## src/rtl/inst_fetch_pkg.sv

```systemverilog
// Shared fetch-stage constants and bus types.
package inst_fetch_pkg;

  localparam logic [31:0] ZeroWord  = 32'h0000_0000;
  localparam logic        RstEnable = 1'b1;
  localparam logic [31:0] NopInst   = 32'h0000_0000;

  typedef logic [31:0] InstAddrBus;
  typedef logic [31:0] InstBus;

  typedef struct packed {
    InstAddrBus pc;
    InstBus     inst;
  } fetch_entry_t;

endpackage

```

## src/rtl/inst_fetch_fifo.sv

```systemverilog
// Synchronous FIFO used for the fetch buffer and the pending-pc queue.
// Push while full is accepted only together with a pop; clear wins over push.
module fetch_fifo #(
  parameter int WIDTH = 64,
  parameter int DEPTH = 2
) (
  input  logic                     clk,
  input  logic                     rst,
  input  logic                     clear_i,
  input  logic                     push_i,
  input  logic [WIDTH-1:0]         wdata_i,
  input  logic                     pop_i,
  output logic [WIDTH-1:0]         rdata_o,
  output logic [$clog2(DEPTH):0]   count_o
);

  localparam int AW = $clog2(DEPTH);
  localparam int CW = AW + 1;

  logic [WIDTH-1:0] mem_q [DEPTH];
  logic [AW-1:0]    rd_ptr_q, wr_ptr_q;
  logic [CW-1:0]    count_q;
  logic             do_push, do_pop;

  assign do_pop  = pop_i && (count_q != '0);
  assign do_push = push_i && ((count_q != CW'(DEPTH)) || do_pop);

  always_ff @(posedge clk) begin
    if (rst || clear_i) begin
      rd_ptr_q <= '0;
      wr_ptr_q <= '0;
      count_q  <= '0;
    end else begin
      if (do_push) wr_ptr_q <= wr_ptr_q + AW'(1);
      if (do_pop)  rd_ptr_q <= rd_ptr_q + AW'(1);
      count_q <= count_q + CW'(do_push) - CW'(do_pop);
    end
  end

  always_ff @(posedge clk) begin
    if (do_push) mem_q[wr_ptr_q] <= wdata_i;
  end

  assign rdata_o = mem_q[rd_ptr_q];
  assign count_o = count_q;

endmodule

```

## src/rtl/inst_fetch.sv

```systemverilog
// Instruction-fetch stage: credit-limited imem requests, response buffer, registered decode output.
// Optional INST_FETCH_ALIGN_CHECK_EN adds a sticky misaligned-redirect error (fetch_err_o).
module inst_fetch
  import inst_fetch_pkg::*;
#(
  parameter logic [31:0] RESET_PC   = 32'h0000_0000,
  parameter int          FIFO_DEPTH = 2
) (
  input  logic        clk,
  input  logic        rst,
  input  logic        stall_i,
  input  logic        flush_i,
  input  logic [31:0] new_pc_i,
  output logic        imem_req_o,
  output logic [31:0] imem_addr_o,
  input  logic        imem_gnt_i,
  input  logic        imem_rvalid_i,
  input  logic [31:0] imem_rdata_i,
  output logic [31:0] id_pc_o,
  output logic [31:0] id_inst_o,
  output logic        id_valid_o
`ifdef INST_FETCH_ALIGN_CHECK_EN
  ,
  output logic        fetch_err_o
`endif
);

  localparam int CW = $clog2(FIFO_DEPTH) + 1;

  InstAddrBus   pc_q, pc_d;
  InstAddrBus   id_pc_q, id_pc_d;
  InstBus       id_inst_q, id_inst_d;
  logic         id_valid_q, id_valid_d;
  logic [CW-1:0] discard_q, discard_d;

  logic [CW-1:0] buf_cnt, pend_cnt;
  logic [CW:0]   credit_used;
  logic          fetch_blocked;
  InstAddrBus    new_pc_eff;
  InstAddrBus    pend_pc;
  fetch_entry_t  buf_head, buf_wdata;
  logic          handshake, keep_rsp, buf_pop;

`ifdef INST_FETCH_ALIGN_CHECK_EN
  logic err_q;

  always_ff @(posedge clk) begin
    if (rst == RstEnable)  err_q <= 1'b0;
    else if (flush_i)      err_q <= (new_pc_i[1:0] != 2'b00);
  end

  assign fetch_blocked = err_q;
  assign fetch_err_o   = err_q;
  assign new_pc_eff    = new_pc_i;
`else
  assign fetch_blocked = 1'b0;
  assign new_pc_eff    = new_pc_i & ~32'h3;
`endif

  // Buffered plus in-flight words never exceed the buffer depth, so responses always fit.
  assign credit_used = {1'b0, buf_cnt} + {1'b0, pend_cnt};
  assign imem_req_o  = (rst != RstEnable) && !flush_i && !fetch_blocked &&
                       (credit_used < (CW + 1)'(FIFO_DEPTH));
  assign imem_addr_o = pc_q;
  assign handshake   = imem_req_o && imem_gnt_i;

  assign keep_rsp  = imem_rvalid_i && (discard_q == '0) && !flush_i;
  assign buf_pop   = !flush_i && !stall_i && (buf_cnt != '0);
  assign buf_wdata = '{pc: pend_pc, inst: imem_rdata_i};

  // Pending queue is never cleared: responses already in flight still arrive and must pop it.
  fetch_fifo #(.WIDTH(32), .DEPTH(FIFO_DEPTH)) u_pend_q (
    .clk     (clk),
    .rst     (rst),
    .clear_i (1'b0),
    .push_i  (handshake),
    .wdata_i (pc_q),
    .pop_i   (imem_rvalid_i),
    .rdata_o (pend_pc),
    .count_o (pend_cnt)
  );

  fetch_fifo #(.WIDTH(64), .DEPTH(FIFO_DEPTH)) u_buf (
    .clk     (clk),
    .rst     (rst),
    .clear_i (flush_i),
    .push_i  (keep_rsp),
    .wdata_i (buf_wdata),
    .pop_i   (buf_pop),
    .rdata_o (buf_head),
    .count_o (buf_cnt)
  );

  always_comb begin
    pc_d = pc_q;
    if (flush_i)        pc_d = new_pc_eff;
    else if (handshake) pc_d = pc_q + 32'd4;
  end

  always_comb begin
    discard_d = discard_q;
    if (flush_i)                                 discard_d = pend_cnt - CW'(imem_rvalid_i);
    else if (imem_rvalid_i && discard_q != '0)   discard_d = discard_q - CW'(1);
  end

  always_comb begin
    id_pc_d    = id_pc_q;
    id_inst_d  = id_inst_q;
    id_valid_d = id_valid_q;
    if (flush_i) begin
      id_inst_d  = NopInst;
      id_valid_d = 1'b0;
    end else if (!stall_i) begin
      if (buf_cnt != '0) begin
        id_pc_d    = buf_head.pc;
        id_inst_d  = buf_head.inst;
        id_valid_d = 1'b1;
      end else begin
        id_inst_d  = NopInst;
        id_valid_d = 1'b0;
      end
    end
  end

  always_ff @(posedge clk) begin
    if (rst == RstEnable) begin
      pc_q       <= RESET_PC;
      discard_q  <= '0;
      id_pc_q    <= ZeroWord;
      id_inst_q  <= NopInst;
      id_valid_q <= 1'b0;
    end else begin
      pc_q       <= pc_d;
      discard_q  <= discard_d;
      id_pc_q    <= id_pc_d;
      id_inst_q  <= id_inst_d;
      id_valid_q <= id_valid_d;
    end
  end

  assign id_pc_o    = id_pc_q;
  assign id_inst_o  = id_inst_q;
  assign id_valid_o = id_valid_q;

endmodule
```

## config.mk

```make
export PLATFORM = sky130hd
export DESIGN_NAME = inst_fetch
export DESIGN_NICKNAME = d
export VERILOG_FILES = /design/src/rtl/inst_fetch_pkg.sv /design/src/rtl/inst_fetch_fifo.sv /design/src/rtl/inst_fetch.sv
export SDC_FILE = /design/constraint.sdc
export NUM_CORES = 1
export LEC_CHECK = 0
export BUFFER_PORTS_ARGS = -buffer_cell sky130_fd_sc_hd__buf_2
export CAP_MARGIN = 20
export CORE_MARGIN = 2
export CORE_UTILIZATION = 48
export CTS_BUF_LIST = sky130_fd_sc_hd__clkbuf_4 sky130_fd_sc_hd__clkbuf_8
export DETAILED_ROUTE_END_ITERATION = 8
export PLACE_DENSITY = 0.72
export SLEW_MARGIN = 5
export SYNTH_ARGS = -nofsm -noshare
export SYNTH_HDL_FRONTEND = slang
export SYNTH_HIERARCHICAL = 1
export SYNTH_SLANG_ARGS = --single-unit
```

## constraint.sdc

```tcl
create_clock -name clk -period 10 [get_ports clk]
set_input_delay 1.5 -clock clk [delete_from_list [all_inputs] [get_ports clk]]
set_output_delay 1.5 -clock clk [all_outputs]
set_load 0.1 [all_outputs]
```

==> impl_metrics.toml, run 1 <==
[worst_hold_path]
holdCritPathClass = "flop to flop"

[global_route]
first_global_vias = 7163
top_usage_layer_grt = "met2"
grt_max_degree = 77
grt_util_all_layers = 0.182
use_met3 = 0.0425
grt_pass1_wl_mm = 37.8
gr-usage-met2 = 0.295
grt_overflow = 0
grt.met1_usage = 0.244
initial_antenna_violation_count = 0

[layout]
final_cell_area_mm2 = 0.0140
num-nets-final = 1118
layout-drive-gt1-share = 0.348
final_core_utilization = 0.563
flow.area_growth_from_synthesis_pct = 16.1
number_of_antenna_diodes = 0
final_cell_count_no_fill = 1408

[critical_path]
timing.critical_path.cells = "buf_2 -> buf_4 -> or2_2 -> nor3_1 -> buf_2"
cpMostUsedCell = "sky130_fd_sc_hd__buf_2"
critical_path.endpoint_type = "primary output"
critical_path_required_ps = 8500
criticalPathCategory = "input port to primary output"
slowest_delay_ps = 750
timing.critical_path.buf_inv = 3
crit_path_start_kind = "input port"
worst-endpoint-arrival_ps = 3470
critical-path-slowest-cell = "sky130_fd_sc_hd__or2_2"
path_delay_family = "buffers and inverters"
critical_path_peak_fanout = 76

[cts]
numCtsBuffers = 48
clk-insertion-delay-late_ps = 560
cts-htree-levels = 2
hold_buffers = 0
post_cts_resized = 0
tritoncts = "yes"
post-cts-setup-buffers = 0
cts.sinks = 299
buffer_type_at_the_clock_tree_root = "sky130_fd_sc_hd__clkbuf_8"
cts_buffer_depth = 3
clkSlewWorstSetupHoldPaths_ps = 60

[route]
dr.first_iter.drc_count = 627
remaining_drc_errors = 0
routed_wirelength_mm = 24.6
detailroute.via_count = 7464
route.detailed.wl_per_inst_um = 17.5
drt_antenna_net_count = 0
routed_via_density = 5.30
drt_pass1_iterations = 5

[floorplan]
floorplan.io_pins = 168
placeableCoreArea_mm2 = 0.0250
number_of_placement_rows = 58
dieHeight_um = 163
floorplan.die.width_um = 163
fp.dieArea_mm2 = 0.0265
floorplan.initialDensity = 0.485

[yosys]
synthFlopType = "sky130_fd_sc_hd__edfxtp_1"
yosysTopAreaCell = "sky130_fd_sc_hd__edfxtp_1"
synthesized_instance_count = 860
postSynthRegisterBits = 299
synth-async-reset-ratio = 0
synth_area_leaders = "sky130_fd_sc_hd__edfxtp_1 48%, sky130_fd_sc_hd__dfxtp_1 18%, sky130_fd_sc_hd__mux2_4 11%, sky130_fd_sc_hd__nand2_1 3.0%, sky130_fd_sc_hd__a22oi_1 2.0%"
syn_area_per_cell_um2 = 14.1
synth_enable_flop_cells = 192
synth_seq_area_share = 0.654
yosys.area.top_type_share = 0.477
synthesis.yosys.warnings = 6
netlist_area_mm2 = 0.0121
synth_cell_types = 58

[power_and_ir_drop]
vdd_ir_drop_max_v = 0.000105
p_per_area_mw_per_mm2 = 185
p_leak_nw = 5.28

[timing]
max-slew-margin-rel = 0.287
final_period_minus_worst_setup_slack_ps = 4970
post-route-worst-setup-slack_ps = 5030
min_period_over_period = 0.497
worst_clock_skew_ps = 40.4
finalHoldViolCount = 0
rsz0062_at_grt = "false"
endpoints_failing_setup = 0
timing_worst_slew_pin_value_ps = 1070
maxClockFrequency_mhz = 201
timing.setup.tns_ps = 0
final-max-slew-violation-count = 0

[placement]
post-dp-hpwl_mm = 15.6
place.port_buffers = 163
cell_count_after_placement = 1320
placed_area_mm2 = 0.0131
preCtsSetupSlack_ps = 4600
finalWeightedCongestion = 0.817

[outcome]
run_status = "complete, no violations"

[job]
number_of_max_capacitance_violations_reported = 0
[synth_stat cells, drive strengths merged, types with 2 or more instances]
cell         instances
mux2                96
o311ai               2
inv                 14
and3                12
mux2i                3
and2                 4
o21a                 2
buf                 25
xnor2               10
ha                   7
o31a                 2
xor2                 4
a31oi                4
nor2                63
nand4               15
a22oi               32
dlygate4sd1          2
o21ai                5
or4                 16
a211oi               7
dfxtp              107
nand2               96
o221ai               3
edfxtp             192
o31ai               11
and4                 3
nor3                10
or3                  7
or3b                 2
a311oi              14
a21oi               39
clkbuf              24
nor4                 2
nand3               12
nand2b               2
[final cells by class]
type / count / area (um^2)
Clock inverter: 16 / 124
Tap cell: 330 / 413
Clock buffer: 72 / 847
Timing Repair Buffer: 172 / 883
Multi-Input combinational cell: 505 / 3810
Fill cell: 2041 / 10900
Sequential cell: 299 / 7910
Inverter: 14 / 52.6
[power by group]
group	total (mW)	switching [mW]	leakage (nW)	internal, mW
clock network	1.04	0.467	0.523	0.574
registers	1.37	0.0256	2.64	1.34
logic	0.189	0.137	2.12	0.0524
[sequential cells by signal, indices dropped and copies added, names as in the netlist, named ones only]
| signal | cells |
|---|---|
| discard_q | 2 |
| imem_addr_o | 30 |
| u_pend_q/count_o | 2 |
| u_pend_q/rd_ptr_q | 1 |
| u_pend_q/mem_q | 64 |
| id_valid_o | 1 |
| u_buf/mem_q | 128 |
| u_buf/count_o | 2 |
| u_buf/wr_ptr_q | 1 |
| u_buf/rd_ptr_q | 1 |
| id_pc_o | 32 |
| u_pend_q/wr_ptr_q | 1 |
| id_inst_o | 32 |
[final timing paths]
| kind | startpoint | end | slack (ps) | cells past startpoint |
|---|---|---|---|---|
| worst max-delay path | rst | imem_req_o | 5030 | 5 |
| worst min-delay path | id_pc_o[4]$_SDFFE_PP0P_ | id_pc_o[4]$_SDFFE_PP0P_ | 450 | 2 |
| worst max register to register | u_buf/count_o[0]$_SDFF_PP0_ | u_pend_q/count_o[1]$_SDFF_PP0_ | 6130 | 12 |
| worst min register to register | id_pc_o[4]$_SDFFE_PP0P_ | id_pc_o[4]$_SDFFE_PP0P_ | 450 | 2 |
[per-layer routing]
layer | vias up | share of wire
met5 | - | 0
li1 | 3576 | -
met2 | 272 | 0.47
met3 | 38 | 0.065
met1 | 3578 | 0.45
met4 | 0 | 0.019
[cells in the final DEF, fill, tap and decap left out, types with 3 or more instances in the layout]
cell | Yosys | layout
sky130_fd_sc_hd__a31oi_1 | 4 | 4
sky130_fd_sc_hd__or3_1 | 5 | 5
sky130_fd_sc_hd__a22oi_1 | 32 | 32
sky130_fd_sc_hd__mux2_4 | 90 | 90
sky130_fd_sc_hd__a211oi_1 | 7 | 7
sky130_fd_sc_hd__clkbuf_8 | 0 | 49
sky130_fd_sc_hd__xor2_1 | 4 | 4
sky130_fd_sc_hd__a311oi_1 | 14 | 14
sky130_fd_sc_hd__mux2i_1 | 3 | 3
sky130_fd_sc_hd__clkinv_2 | 0 | 7
sky130_fd_sc_hd__mux2_2 | 6 | 6
sky130_fd_sc_hd__nor2_1 | 63 | 59
sky130_fd_sc_hd__a21oi_1 | 39 | 39
sky130_fd_sc_hd__o221ai_1 | 3 | 3
sky130_fd_sc_hd__and3_1 | 12 | 12
sky130_fd_sc_hd__nor3_1 | 10 | 10
sky130_fd_sc_hd__xnor2_1 | 10 | 10
sky130_fd_sc_hd__buf_4 | 4 | 9
sky130_fd_sc_hd__conb_1 | 1 | 10
sky130_fd_sc_hd__o21ai_0 | 5 | 5
sky130_fd_sc_hd__or4_1 | 14 | 14
sky130_fd_sc_hd__inv_1 | 12 | 12
sky130_fd_sc_hd__nand3_1 | 12 | 12
sky130_fd_sc_hd__dfxtp_1 | 107 | 105
sky130_fd_sc_hd__buf_2 | 3 | 163
sky130_fd_sc_hd__and2_1 | 4 | 4
sky130_fd_sc_hd__clkinv_1 | 0 | 4
sky130_fd_sc_hd__nand2_1 | 96 | 96
sky130_fd_sc_hd__edfxtp_1 | 192 | 192
sky130_fd_sc_hd__nand4_1 | 14 | 14
sky130_fd_sc_hd__o31ai_1 | 9 | 9
sky130_fd_sc_hd__clkbuf_4 | 0 | 23
sky130_fd_sc_hd__ha_1 | 7 | 7
[cell families after synthesis]
kind of cell,after synthesis,synth area share
AOI/OAI and AO/OA,126,0.0736
xor gates and xnor gates,14,0.0101
adders and majority gates,8,0.00890
buffers and inverters,65,0.0356
DFF,299,0.654
muxes,99,0.120
other,1,0.000310
and+or+nand+nor,248,0.0980
[stage by stage]
stage	power, mW	hold WS, ps
6_report	2.60	451
5_1_grt	2.70	465
4_1_cts	2.63	455
3_5_place_dp	1.59	446
3_3_place_gp	1.58	442
2_1_floorplan	1.54	451
[worst min-delay path, stage by stage (launching register included)]
cell	delay, ps
sky130_fd_sc_hd__dfxtp_1	310
sky130_fd_sc_hd__nand2_1	50
sky130_fd_sc_hd__a21oi_1	50
Power figures use the tool's default switching activity.
==> run 2, diff against run 1 <==
==> constraint.sdc (replaced) <==
create_clock -name clk -period 5 [get_ports clk]
set_input_delay 0.75 -clock clk [delete_from_list [all_inputs] [get_ports clk]]
set_output_delay 0.75 -clock clk [all_outputs]
set_load 0.1 [all_outputs]
==> impl_metrics.toml, run 2 (same netlist as run 1, synthesis figures left out) <==
[cts]
post-cts-setup-buffers = 0
cts_buffer_depth = 3
post_cts_resized = 0
cts.sinks = 299
hold_buffers = 0
clkSlewWorstSetupHoldPaths_ps = 70
cts-htree-levels = 2
buffer_type_at_the_clock_tree_root = "sky130_fd_sc_hd__clkbuf_8"
numCtsBuffers = 45
tritoncts = "yes"
clk-insertion-delay-late_ps = 560

[route]
drt_pass1_iterations = 5
dr.first_iter.drc_count = 585
routed_via_density = 5.33
drt_antenna_net_count = 0
detailroute.via_count = 7487
route.detailed.wl_per_inst_um = 17.0
routed_wirelength_mm = 23.9
remaining_drc_errors = 0

[critical_path]
timing.rr.start = "u_buf/count_o[0]$_SDFF_PP0_"
worst-r2r-setup-slack_ps = 1750
critical_path.endpoint_type = "primary output"
worstSetupStartpoint = "u_buf/count_o[0]$_SDFF_PP0_"
reg2regPathDepth = 13
criticalPathCategory = "flop to primary output"
setup.worst_path.end = "imem_req_o"
reg2reg_to = "u_pend_q/count_o[1]$_SDFF_PP0_"
worst-endpoint-arrival_ps = 2590
critical_path_peak_fanout = 5
critical_path_required_ps = 4250
crit_path_start_kind = "flop"

[placement]
post-dp-hpwl_mm = 15.5
preCtsSetupSlack_ps = 1240
placed_area_mm2 = 0.0131
finalWeightedCongestion = 0.802
place.port_buffers = 163

[layout]
largest_register_ffs = 128
final_core_utilization = 0.562
layout-drive-gt1-share = 0.343
mostFrequentLayoutCell = "sky130_fd_sc_hd__edfxtp_1"
flow.area_growth_from_synthesis_pct = 16.0
num-nets-final = 1118
largestRegisters = "u_buf/mem_q (128), u_pend_q/mem_q (64)"
final_cell_area_mm2 = 0.0140
final_cell_mix = "192 x sky130_fd_sc_hd__edfxtp_1, 163 x sky130_fd_sc_hd__buf_2, 105 x sky130_fd_sc_hd__dfxtp_1, 96 x sky130_fd_sc_hd__nand2_1, 90 x sky130_fd_sc_hd__mux2_4"
max_flop_register = "u_buf/mem_q"

[power_and_ir_drop]
p_per_area_mw_per_mm2 = 363
vdd_ir_drop_max_v = 0.000202
power_switching_mw = 1.21
p_leak_nw = 5.26
power_frac_seq = 0.538
cellInternalPower_mw = 3.88
totalPowerFinal_mw = 5.09
p_clk_frac = 0.387
share_comb_of_total_power = 0.075
p_sw_frac = 0.238

[global_route]
grt_overflow = 0
grt_max_degree = 75
initial_antenna_violation_count = 1
first_global_vias = 6936
grt_pass1_wl_mm = 36.7
grt_util_all_layers = 0.177

[floorplan]
number_of_placement_rows = 58
floorplan.io_pins = 168
floorplan.die.width_um = 163
fp.dieArea_mm2 = 0.0265
dieHeight_um = 163
placeableCoreArea_mm2 = 0.0250
floorplan.initialDensity = 0.485

[timing]
rsz0062_at_grt = "false"
final_period_minus_worst_setup_slack_ps = 3340
post-route-worst-setup-slack_ps = 1660
worst_clock_skew_ps = 37.5
endpoints_failing_setup = 0
maxClockFrequency_mhz = 299
max-slew-margin-rel = 0.272
finalHoldViolCount = 0
min_period_over_period = 0.669
final-max-slew-violation-count = 0
timing_worst_slew_pin_value_ps = 1090

[worst_hold_path]
holdCritPathClass = "input port to flop"
holdPathStages = 1

[job]
number_of_max_capacitance_violations_reported = 0

[outcome]
run_status = "complete, no violations"
## run 2: through the flow
step	setup TNS [ps]	cells	hold slack, ps
4_1_cts	0	1404	361
3_3_place_gp	0	1323	442
3_5_place_dp	0	1323	445
5_1_grt	0	1404	359
2_1_floorplan	-28200	869	451
6_report	0	1405	395
## run 2: worst min-delay path by stage
stage | start | end | slack [ps]
finish | imem_rdata_i[15] | u_buf/mem_q[0][15]$_DFFE_PP_ | 400
global route | imem_rdata_i[15] | u_buf/mem_q[0][15]$_DFFE_PP_ | 360
CTS | imem_rdata_i[15] | u_buf/mem_q[0][15]$_DFFE_PP_ | 360
detailed placement | id_pc_o[22]$_SDFFE_PP0P_ | id_pc_o[22]$_SDFFE_PP0P_ | 440
global placement | id_pc_o[15]$_SDFFE_PP0P_ | id_pc_o[15]$_SDFFE_PP0P_ | 440
floorplan | u_buf/wr_ptr_q$_SDFFE_PP0P_ | u_buf/wr_ptr_q$_SDFFE_PP0P_ | 450
## run 2: layout make-up
cell class	instances	area (um^2)
diodes	1	2.50
clock buffers	64	793
clock inverters	17	111
fillers	2038	10900
inverters	14	52.6
multi-input cells	505	3810
flip-flops and latches	299	7910
well taps	330	413
repair buffers	175	931
## run 2: per-layer routing
metal  GRT usage  vias up  wire length (um)
li1            -     3576                 -
met1       0.247     3580             10600
met2       0.277      280             11100
met3      0.0359       49              1580
met4      0.0607        2               601
met5           0        -                11
## run 2: power by group through the flow
stage,Combinational [mW],Sequential (mW),Clock [mW]
finish,0.380,2.74,1.97
global placement,0.376,2.79,0
detailed placement,0.381,2.79,0
floorplan,0.155,2.92,0
global route,0.402,2.75,2.13
CTS,0.382,2.74,2.02
## run 2: worst max-delay path: stages (launching register included)
cell and delay (ps):
sky130_fd_sc_hd__dfxtp_1 450, sky130_fd_sc_hd__and2_1 180, sky130_fd_sc_hd__fa_1 500, sky130_fd_sc_hd__nor3_1 400, sky130_fd_sc_hd__buf_2 510
==> run 3, diff against run 2 <==
==> constraint.sdc (replaced) <==
create_clock -name clk -period 3.15 [get_ports clk]
set_input_delay 0.4725 -clock clk [delete_from_list [all_inputs] [get_ports clk]]
set_output_delay 0.4725 -clock clk [all_outputs]
set_load 0.1 [all_outputs]
==> impl_metrics.toml, run 3 (same netlist as run 1, synthesis figures left out) <==
[timing]
min_period_over_period = 0.898
timing_worst_slew_pin_value_ps = 858
finalHoldViolCount = 0
fin_hold_ws_ps = 114
rsz0062_at_grt = "false"
maxClockFrequency_mhz = 354
final_period_minus_worst_setup_slack_ps = 2830
max-slew-margin-rel = 0.428
endpoints_failing_setup = 0
worst_clock_skew_ps = 25.3
final-max-slew-violation-count = 0

[global_route]
grt_max_degree = 75
initial_antenna_violation_count = 0
first_global_vias = 7283
grt_pass1_wl_mm = 37.9
grt_util_all_layers = 0.181
grt_overflow = 0

[route]
detailroute.via_count = 7497
routed_wirelength_mm = 24.4
remaining_drc_errors = 0
routed_via_density = 5.31
dr.first_iter.drc_count = 555
route.detailed.wl_per_inst_um = 17.3
drt_antenna_net_count = 0
drt_pass1_iterations = 5

[layout]
number_of_fillers_in_the_final_layout = 2021
num-nets-final = 1124
largest_register_ffs = 128
layout-drive-gt1-share = 0.349
final_core_utilization = 0.567
final_cell_mix = "192 x sky130_fd_sc_hd__edfxtp_1, 163 x sky130_fd_sc_hd__buf_2, 105 x sky130_fd_sc_hd__dfxtp_1, 96 x sky130_fd_sc_hd__nand2_1, 90 x sky130_fd_sc_hd__mux2_4"
largestRegisters = "u_buf/mem_q (128), u_pend_q/mem_q (64)"
flow.area_growth_from_synthesis_pct = 16.9
number_of_antenna_diodes = 0
final_cell_count_no_fill = 1413
mostFrequentLayoutCell = "sky130_fd_sc_hd__edfxtp_1"
max_flop_register = "u_buf/mem_q"

[placement]
cell_count_after_placement = 1328
post-dp-hpwl_mm = 15.9
place.port_buffers = 163
finalWeightedCongestion = 0.822

[floorplan]
floorplan.initialDensity = 0.485
floorplan.io_pins = 168
number_of_placement_rows = 58
floorplan.die.width_um = 163
placeableCoreArea_mm2 = 0.0250
fp.dieArea_mm2 = 0.0265
dieHeight_um = 163

[critical_path]
reg2reg_to = "u_pend_q/count_o[1]$_SDFF_PP0_"
worst-r2r-setup-slack_ps = 330
timing.critical_path.cells = "and2_1 -> fa_1 -> nor3_2 -> buf_2"
critical-path-slowest-cell = "sky130_fd_sc_hd__fa_1"
worst-endpoint-arrival_ps = 2360
reg2regPathDepth = 12
critical_path.endpoint_type = "primary output"
critical_path_peak_fanout = 5
crit_path_start_kind = "flop"
criticalPathCategory = "flop to primary output"
slowest_delay_ps = 490
timing.rr.start = "u_pend_q/count_o[0]$_SDFF_PP0_"
critical_path_required_ps = 2680

[power_and_ir_drop]
cellInternalPower_mw = 6.24
p_leak_nw = 5.32
p_clk_frac = 0.392
p_sw_frac = 0.236
totalPowerFinal_mw = 8.16
vdd_ir_drop_max_v = 0.000312
p_per_area_mw_per_mm2 = 577
power_switching_mw = 1.93
power_frac_seq = 0.533
share_comb_of_total_power = 0.075

[cts]
clk-insertion-delay-late_ps = 550
tritoncts = "yes"
cts_buffer_depth = 3
hold_buffers = 0
cts.sinks = 299
post_cts_resized = 0
numCtsBuffers = 46
post-cts-setup-buffers = 0
clkSlewWorstSetupHoldPaths_ps = 60
cts-htree-levels = 2
buffer_type_at_the_clock_tree_root = "sky130_fd_sc_hd__clkbuf_8"

[worst_hold_path]
min_from = "imem_rdata_i[24]"
holdCritPathClass = "input port to flop"
holdPathStages = 1
hold_end = "u_buf/mem_q[1][24]$_DFFE_PP_"

[outcome]
run_status = "complete, no violations"

[job]
number_of_max_capacitance_violations_reported = 0
-- run 3: changes by cell type in the layout (fill, tap and decap cells not counted) --
cell                       before  now
sky130_fd_sc_hd__clkbuf_8      50   51
sky130_fd_sc_hd__clkbuf_4      14   18
sky130_fd_sc_hd__nor3_1        10    9
sky130_fd_sc_hd__diode_2        1    0
sky130_fd_sc_hd__clkinv_2       7    6
sky130_fd_sc_hd__nor3_2         0    1
sky130_fd_sc_hd__buf_4         10   12
sky130_fd_sc_hd__buf_12         2    5
-- run 3: power groups by stage --
stage	clock network (mW)	registers (mW)	logic, mW
floorplan	0	4.63	0.248
global route	3.47	4.36	0.645
global placement	0	4.43	0.603
CTS	3.29	4.35	0.613
detailed placement	0	4.43	0.611
finish	3.20	4.35	0.610
-- run 3: area by class of cell --
type                    count  area, um^2  share of cell area
flip-flops and latches    299        7910               0.559
well taps                 330         413              0.0292
clock buffers              69         837              0.0592
inverters                  14        52.6             0.00372
repair buffers            180        1010              0.0711
multi-input cells         505        3820               0.270
clock inverters            16         106             0.00752
-- run 3: how the worst max path moves through the flow --
stage / startpoint / to / cells past startpoint / slack, ps
after floorplan: u_buf/count_o[0]$_SDFF_PP0_ / u_pend_q/mem_q[0][0]$_DFFE_PP_ / 7 / -460
after global placement: u_buf/count_o[0]$_SDFF_PP0_ / u_pend_q/count_o[1]$_SDFF_PP0_ / 12 / 390
after detailed placement: u_pend_q/count_o[0]$_SDFF_PP0_ / u_pend_q/count_o[1]$_SDFF_PP0_ / 12 / 360
after CTS: u_pend_q/count_o[0]$_SDFF_PP0_ / imem_req_o / 4 / 290
after global routing: u_pend_q/count_o[0]$_SDFF_PP0_ / u_pend_q/count_o[1]$_SDFF_PP0_ / 12 / 80
final: u_pend_q/count_o[0]$_SDFF_PP0_ / imem_req_o / 4 / 320
-- run 3: per-layer routing --
| layer | wire [um] | track usage |
|---|---|---|
| met1 | 10500 | 0.238 |
| met2 | 11600 | 0.297 |
| met3 | 1590 | 0.0379 |
| met4 | 708 | 0.0724 |
| met5 | 0 | 0 |
-- run 3: worst max-delay path, delay by kind of cell, from the launching register on --
family	cells	cell delay [ps]
adder cells (fa/ha/maj)	1	490
buffers and inverters	1	460
flip-flops	1	460
AND/OR/NAND/NOR	2	420
-- run 3: through the flow --
stage                     setup slack (ps)  area, um^2  setup TNS (ps)
final                                  321       14100               0
after global routing                  81.3       14100               0
after CTS                              286       14100               0
after detailed placement               362       13200               0
after global placement                 387       13200               0
after floorplan                       -463       12200          -29650
